**src/rtl/pdp8_clkctl_pkg.sv**
```systemverilog
// pdp8_clkctl_pkg: shared encodings and helpers for the PDP-8 clock-control block.
//   - MODE_* : encodings of the 2-bit mode switch input
//   - S_*    : controller state encodings
//   - clkctl_tc()    : prescaler terminal count for a rate-select value
//   - mode_to_state(): steady-state controller state selected by a mode value
package pdp8_clkctl_pkg;

  localparam logic [1:0] MODE_RUN  = 2'b00;
  localparam logic [1:0] MODE_STEP = 2'b01;
  localparam logic [1:0] MODE_HALT = 2'b10;
  localparam logic [1:0] MODE_FAST = 2'b11;

  localparam logic [2:0] S_RST  = 3'd0;
  localparam logic [2:0] S_RUN  = 3'd1;
  localparam logic [2:0] S_STEP = 3'd2;
  localparam logic [2:0] S_HALT = 3'd3;
  localparam logic [2:0] S_FAST = 3'd4;

  // Terminal count (1 << 2*sel) - 1, saturated to div_w ones. Returned 64 bits wide;
  // the caller keeps the low div_w bits (div_w must be below 64).
  function automatic logic [63:0] clkctl_tc(input logic [31:0] sel, input int unsigned div_w);
    logic [31:0] shift;
    logic [63:0] ones;
    ones  = (64'd1 << div_w) - 64'd1;
    shift = {sel[30:0], 1'b0};
    if (sel == 32'd0) begin
      return 64'd0;
    end else if ((sel[31] == 1'b1) || (shift >= div_w)) begin
      return ones;
    end else begin
      return (64'd1 << shift) - 64'd1;
    end
  endfunction

  function automatic logic [2:0] mode_to_state(input logic [1:0] mode);
    logic [2:0] st;
    unique case (mode)
      MODE_RUN:  st = S_RUN;
      MODE_STEP: st = S_STEP;
      MODE_HALT: st = S_HALT;
      MODE_FAST: st = S_FAST;
    endcase
    return st;
  endfunction

endpackage

```
**src/rtl/pdp8_clkctl_div.sv**
```systemverilog
// pdp8_clkctl_div: free-running prescaler with terminal-count compare.
// Ports:
//   clk      board clock
//   reset_n  synchronous active-low reset (counter to 0)
//   enable   count this cycle
//   clear    force counter to 0 (wins over enable)
//   tc       terminal count; compared with >= so a smaller tc acts immediately
//   tick     combinational, high in the cycle the counter is at/above tc while enabled
module pdp8_clkctl_div #(
  parameter int unsigned DIV_W = 25
) (
  input  logic             clk,
  input  logic             reset_n,
  input  logic             enable,
  input  logic             clear,
  input  logic [DIV_W-1:0] tc,
  output logic             tick
);

  logic [DIV_W-1:0] count_q, count_d;

  assign tick = enable & (count_q >= tc);

  always_comb begin
    count_d = count_q;
    if (clear) begin
      count_d = '0;
    end else if (enable) begin
      count_d = tick ? '0 : count_q + DIV_W'(1);
    end
  end

  always_ff @(posedge clk) begin
    if (!reset_n) begin
      count_q <= '0;
    end else begin
      count_q <= count_d;
    end
  end

endmodule

```
**src/rtl/pdp8_clkctl.sv**
```systemverilog
// pdp8_clkctl: clock-enable generator for the PDP-8 FPGA build (replaces the divided clock).
// Ports:
//   clk            board clock, all logic on its rising edge
//   reset_n        synchronous active-low block reset
//   sel            rate select (tc = (1 << 2*sel) - 1, saturated)
//   mode           00 run, 01 single-step, 10 halt, 11 full speed
//   step_req       one-cycle step request (step mode only)
//   cpu_reset_req  one-cycle request to start a stretched CPU reset
//   ce             registered one-cycle clock enable for cpu/io/ram
//   cpu_reset      active-high reset to cpu/io/ram, held across RST_CYC forced ce pulses
//   step_pend      a step request is waiting for its ce
//   ce_count       ce pulses issued; a live counter only when PDP8_CLKCTL_PERF_EN is
//                  defined, otherwise tied to 0
module pdp8_clkctl
  import pdp8_clkctl_pkg::*;
#(
  parameter int unsigned DIV_W   = 25,
  parameter int unsigned SEL_W   = 4,
  parameter int unsigned RST_CYC = 16
) (
  input  logic             clk,
  input  logic             reset_n,
  input  logic [SEL_W-1:0] sel,
  input  logic [1:0]       mode,
  input  logic             step_req,
  input  logic             cpu_reset_req,
  output logic             ce,
  output logic             cpu_reset,
  output logic             step_pend,
  output logic [31:0]      ce_count
);

  localparam int unsigned RstCntW = $clog2(RST_CYC + 1);

  logic [2:0]         state_q, state_d;
  logic [RstCntW-1:0] rst_cnt_q, rst_cnt_d;
  logic               ce_q, ce_d;
  logic               cpu_reset_q, cpu_reset_d;
  logic               step_pend_q, step_pend_d;
  logic [2:0]         mode_st;
  logic               tick;
  logic               div_en;
  logic [63:0]        tc_full;
  logic [DIV_W-1:0]   tc;
  logic               unused_tc_hi;

  assign tc_full      = clkctl_tc(32'(sel), DIV_W);
  assign tc           = tc_full[DIV_W-1:0];
  assign unused_tc_hi = ^tc_full[63:DIV_W];

  // Prescaler only counts in rate-limited states; elsewhere it is held at 0.
  assign div_en = (state_q == S_RUN) || (state_q == S_STEP);

  pdp8_clkctl_div #(
    .DIV_W(DIV_W)
  ) u_div (
    .clk    (clk),
    .reset_n(reset_n),
    .enable (div_en),
    .clear  (!div_en),
    .tc     (tc),
    .tick   (tick)
  );

  assign mode_st = mode_to_state(mode);

  always_comb begin
    state_d     = state_q;
    rst_cnt_d   = rst_cnt_q;
    ce_d        = 1'b0;
    cpu_reset_d = 1'b0;
    step_pend_d = 1'b0;
    case (state_q)
      S_RST: begin
        // cpu_reset stays high for the last forced pulse and drops on the next cycle.
        ce_d        = 1'b1;
        cpu_reset_d = 1'b1;
        rst_cnt_d   = rst_cnt_q + RstCntW'(1);
        if (rst_cnt_q == RstCntW'(RST_CYC - 1)) begin
          state_d = mode_st;
        end
      end
      S_RUN: begin
        ce_d    = tick;
        state_d = mode_st;
      end
      S_STEP: begin
        ce_d    = step_pend_q & tick;
        state_d = mode_st;
        // A request landing on the consuming tick re-arms the pend.
        if (mode_st == S_STEP) begin
          step_pend_d = step_req | (step_pend_q & ~tick);
        end
      end
      S_HALT: begin
        state_d = mode_st;
      end
      S_FAST: begin
        ce_d    = 1'b1;
        state_d = mode_st;
      end
      default: begin
        state_d     = S_RST;
        rst_cnt_d   = '0;
        cpu_reset_d = 1'b1;
      end
    endcase
    if (cpu_reset_req) begin
      state_d     = S_RST;
      rst_cnt_d   = '0;
      cpu_reset_d = 1'b1;
      step_pend_d = 1'b0;
    end
  end

  always_ff @(posedge clk) begin
    if (!reset_n) begin
      state_q     <= S_RST;
      rst_cnt_q   <= '0;
      ce_q        <= 1'b0;
      cpu_reset_q <= 1'b1;
      step_pend_q <= 1'b0;
    end else begin
      state_q     <= state_d;
      rst_cnt_q   <= rst_cnt_d;
      ce_q        <= ce_d;
      cpu_reset_q <= cpu_reset_d;
      step_pend_q <= step_pend_d;
    end
  end

  assign ce        = ce_q;
  assign cpu_reset = cpu_reset_q;
  assign step_pend = step_pend_q;

`ifdef PDP8_CLKCTL_PERF_EN
  logic [31:0] ce_count_q;

  // Counts alongside ce_q so ce_count already includes the pulse now on ce.
  always_ff @(posedge clk) begin
    if (!reset_n) begin
      ce_count_q <= '0;
    end else begin
      ce_count_q <= ce_count_q + 32'(ce_d);
    end
  end

  assign ce_count = ce_count_q;
`else
  assign ce_count = '0;
`endif

endmodule

```
**config.mk**
```make
export PLATFORM = sky130hd
export DESIGN_NAME = pdp8_clkctl
export DESIGN_NICKNAME = d
export VERILOG_FILES = /design/src/rtl/pdp8_clkctl_pkg.sv /design/src/rtl/pdp8_clkctl_div.sv /design/src/rtl/pdp8_clkctl.sv
export SDC_FILE = /design/constraint.sdc
export NUM_CORES = 1
export LEC_CHECK = 0
export CAP_MARGIN = 10
export CORE_MARGIN = 5
export CORE_UTILIZATION = 60
export CTS_BUF_LIST = sky130_fd_sc_hd__clkbuf_8
export DETAILED_ROUTE_END_ITERATION = 12
export PLACE_DENSITY = 0.94
export SYNTH_ARGS = -nofsm -noshare
export SYNTH_HDL_FRONTEND = slang
export SYNTH_SLANG_ARGS = --single-unit
```
**constraint.sdc**
```tcl
create_clock -name clk -period 5.9 [get_ports clk]
set_input_delay 0.885 -clock clk [delete_from_list [all_inputs] [get_ports clk]]
set_output_delay 0.885 -clock clk [all_outputs]
set_load 0.01 [all_outputs]
```
==> summary.md <==
| Metric | Value |
|---|---|
| DRT Pass-1 Iters | `4` |
| Async SR Flop Fraction | `0%` |
| Critical path's slowest cell | `clkdlybuf4s50_1` |
| Post-synth top cells | `dfxtp_1, ha_1, buf_4, nor3_1` |
| Die area | `0.00621 mm²` |
| Final Max Slew Viols | `0` |
| Pin count of the biggest net entering global routing | `28` |
| Max_slew headroom | `60.0%` |
| Total Neg Setup Slack | `0 ns` |
| Max IR drop VDD | `0.000169 V` |
| Routed WL | `6110 µm` |
| Die Ht | `78.8 µm` |
| CP endpoint kind | `register` |
| PD cells | `161 mW/mm²` |
| Synthesis Warnings | `0` |
| Internal | `0.000346 W` |
| Initial core utilization | `60.9%` |
| H-tree depth | `2` |
| Routed length per instance | `14.7 µm` |
| Initial antenna violation count | `0` |
| Psw | `0.000124 W` |
| Comb power frac | `13.9%` |
| Fill count | `422` |
| R2R Setup Slk | `3.39 ns` |
| Fmax | `0.204 GHz` |
| Slowest cell delay on critical path | `0.75 ns` |
| Sequential group share of total power | `52.0%` |
| Post-CTS sizing | `0` |
| Root Buffer | `clkbuf_8` |
| Critical Path Start Type | `primary input` |
| Clk sinks | `36` |
| Hold WC Path Type | `reg2reg` |
| Synth top area share | `25.4%` |
| Worst Path Max Fanout | `15` |
| Worst-Skew Late Latency | `0.29 ns` |
| Period minus WS final | `4.89 ns` |
| Worst hold endpoint | `rst_cnt_q[4]` |
| Final hold viol count | `0` |
| CORE AREA | `0.00466 mm²` |
| R2r endpoint | `u_div.count_q[12]` |
| Placed instance count | `409` |
| DRC errors left | `0` |
| Area leader, netlist | `dfxtp_1` |
| Placed cell areas | `0.00285 mm²` |
| Area contributors post-synth | `dfxtp_1, ha_1, buf_4` |
| Post-CTS Hold Fix Bufs | `0` |
| Cell count after synthesis | `355` |
| First DRT Iteration DRCs | `176` |
| Hold depth | `2` |
| Share of layout cells above drive strength 1 | `4.97%` |
| CP Class | `in2reg` |
| Post-synth cell types | `48` |
| Bufs on Longest Clock Path | `2` |
| Hold Startpoint | `rst_cnt_q[4]` |
| Worst r2r src | `u_div.count_q[6]` |
| IO buf count | `12` |
| First-pass GRT wire length | `10100 µm` |
| Die width | `78.8 µm` |
| Clock share of power | `34.1%` |
| Count leader, synth | `dfxtp_1` |
| Total of max-cap violations | `0` |
| Worst EP arrival | `5.06 ns` |
| Critical Path RT | `6.06 ns` |
| Post-CTS setup repair buffer count | `0` |
| # IOs | `45` |
| Final setup vio count | `0` |
| Routability cong. | `0.895` |
| Leak | `1.24 nW` |
| Dpl hpwl | `4620 µm` |
| Syn Area/Cell | `8.00 µm²` |
| Via density | `6.00` |
| Fin Clk Skew | `0.00357 ns` |
| CP cell instances | `clkdlybuf4s50_1 -> nor2_1 -> nand2_1 -> ha_1 -> nor4b_1 -> and2_1 -> nor2_1 -> ha_1 -> nand4_1 -> or4_4 -> o2111ai_2 -> buf_4 -> nor3_1` |
| Register area | `721 µm²` |
| CTS buffer count | `5` |
| Register area share after synthesis | `25.4%` |
| # rows | `25` |
| Finished Cell Area | `0.00293 mm²` |
| Most used DFF post-synth | `dfxtp_1` |
| Post-synth EDFFs | `0` |
| CTS tree | `built` |
| Post-detailed-route count of antenna-violating nets | `0` |
| RSZ-0062 raised after global routing | `no` |
| Sw frac | `26.4%` |
| R2R cell count | `7` |
| Multi-input gate area | `0.00186 mm²` |
| Register bit total from synthesis | `36` |
| Synthesis-to-finish area growth | `3.17%` |
| Finished Layout Cells | `416` |
| N_diodes | `0` |
| Syn Std Cell Area | `0.00284 mm²` |
| Clock transition at the registers of the reported paths | `0.06 ns` |
| Via Count | `2496` |
| Final #Nets | `405` |
| Status | `complete, no violations` |
| Gr ovfl total | `0` |
| Worst Tran Pin Value | `0.601 ns` |
| GRT Total Usage | `20.3%` |
| Vias in the first global route | `2297` |
| Final period util | `83.0%` |
==> power by group through the flow <==
stage                     registers (W)  clock network, W  logic (W)
after floorplan                0.000250                 0  0.0000619
after global placement         0.000250                 0  0.0000611
after detailed placement       0.000250                 0  0.0000641
after CTS                      0.000245          0.000165  0.0000643
after global routing           0.000245          0.000176  0.0000731
final                          0.000245          0.000161  0.0000654
==> stage by stage <==
stage	util, %	setup slack [ns]	total power (W)	hold slack [ns]
final	62.8	1.01	0.000471	0.491
after global routing	62.8	0.808	0.000494	0.557
after CTS	62.8	1.08	0.000474	0.499
after detailed placement	61.2	0.790	0.000314	0.483
after global placement	61.2	1.00	0.000311	0.468
after floorplan	-	1.88	0.000312	0.454
==> sequential cells by signal, indices dropped and copies added, names as in the netlist <==
register / cells
u_div.count_q: 25
rst_cnt_q: 5
state_q: 3
ce: 1
cpu_reset: 1
step_pend: 1
==> cell families (layout without fill, tap and decap cells) <==
group           count (synthesis)  in the layout  synth area share (%)
simple gates                  140            140                  25.1
buf+inv                        61             37                  13.2
compound gates                 58             58                  13.5
flops                          36             36                  25.4
fa+ha+maj                      33             33                  14.5
xor+xnor                       25             25                  7.71
other cells                     1             32                 0.132
mux                             1              1                 0.397
==> worst max-delay path: cells and delay by family <==
kind | cells | cell delay, ns
buf+inv | 2 | 1.06
fa+ha+maj | 2 | 0.72
compound gates | 1 | 0.55
simple gates | 8 | 1.84
==> layout by cell type (no fill, tap or decap), types with 2 or more instances in the layout <==
cell type / netlist / layout
and2_1: 5 / 5
o22ai_1: 3 / 3
a21boi_0: 3 / 3
or2_2: 2 / 2
a21o_1: 3 / 3
buf_4: 32 / 4
a221o_1: 2 / 2
conb_1: 1 / 32
a21oi_1: 20 / 20
xnor2_1: 10 / 10
nor3_1: 32 / 32
nor2_1: 27 / 27
inv_1: 14 / 15
clkbuf_8: 0 / 5
dfxtp_1: 36 / 36
nand4_1: 12 / 12
xor2_1: 15 / 15
o21ai_0: 15 / 15
and3_1: 6 / 6
clkdlybuf4s50_1: 0 / 12
and4_1: 3 / 3
nand3_1: 15 / 15
o21a_1: 2 / 2
nand2_1: 27 / 27
ha_1: 33 / 33
==> worst max-delay path by stage <==
stage                      start                end
after floorplan           sel[2]                 ce
after detailed placement  sel[1]  u_div.count_q[12]
after global routing      sel[1]  u_div.count_q[14]
after CTS                 sel[1]  u_div.count_q[12]
final                     sel[1]  u_div.count_q[12]
after global placement    sel[1]  u_div.count_q[22]
==> routing by layer <==
| metal | GRT usage [%] | wire length [µm] |
|---|---|---|
| met5 | 0 | 0 |
| met4 | 9.62 | 122 |
| met3 | 4.42 | 449 |
| met2 | 35.5 | 3080 |
| met1 | 23.5 | 2450 |
==> cell type report <==
cell class	instances	share of cell area, %
multi-input cells	289	63.5
flip-flops and latches	36	24.6
repair buffers	16	5.13
clock buffers	5	2.35
well taps	54	2.31
inverters	14	1.79
clock inverters	2	0.299
Note: power is estimated with default switching activity, not from simulation.
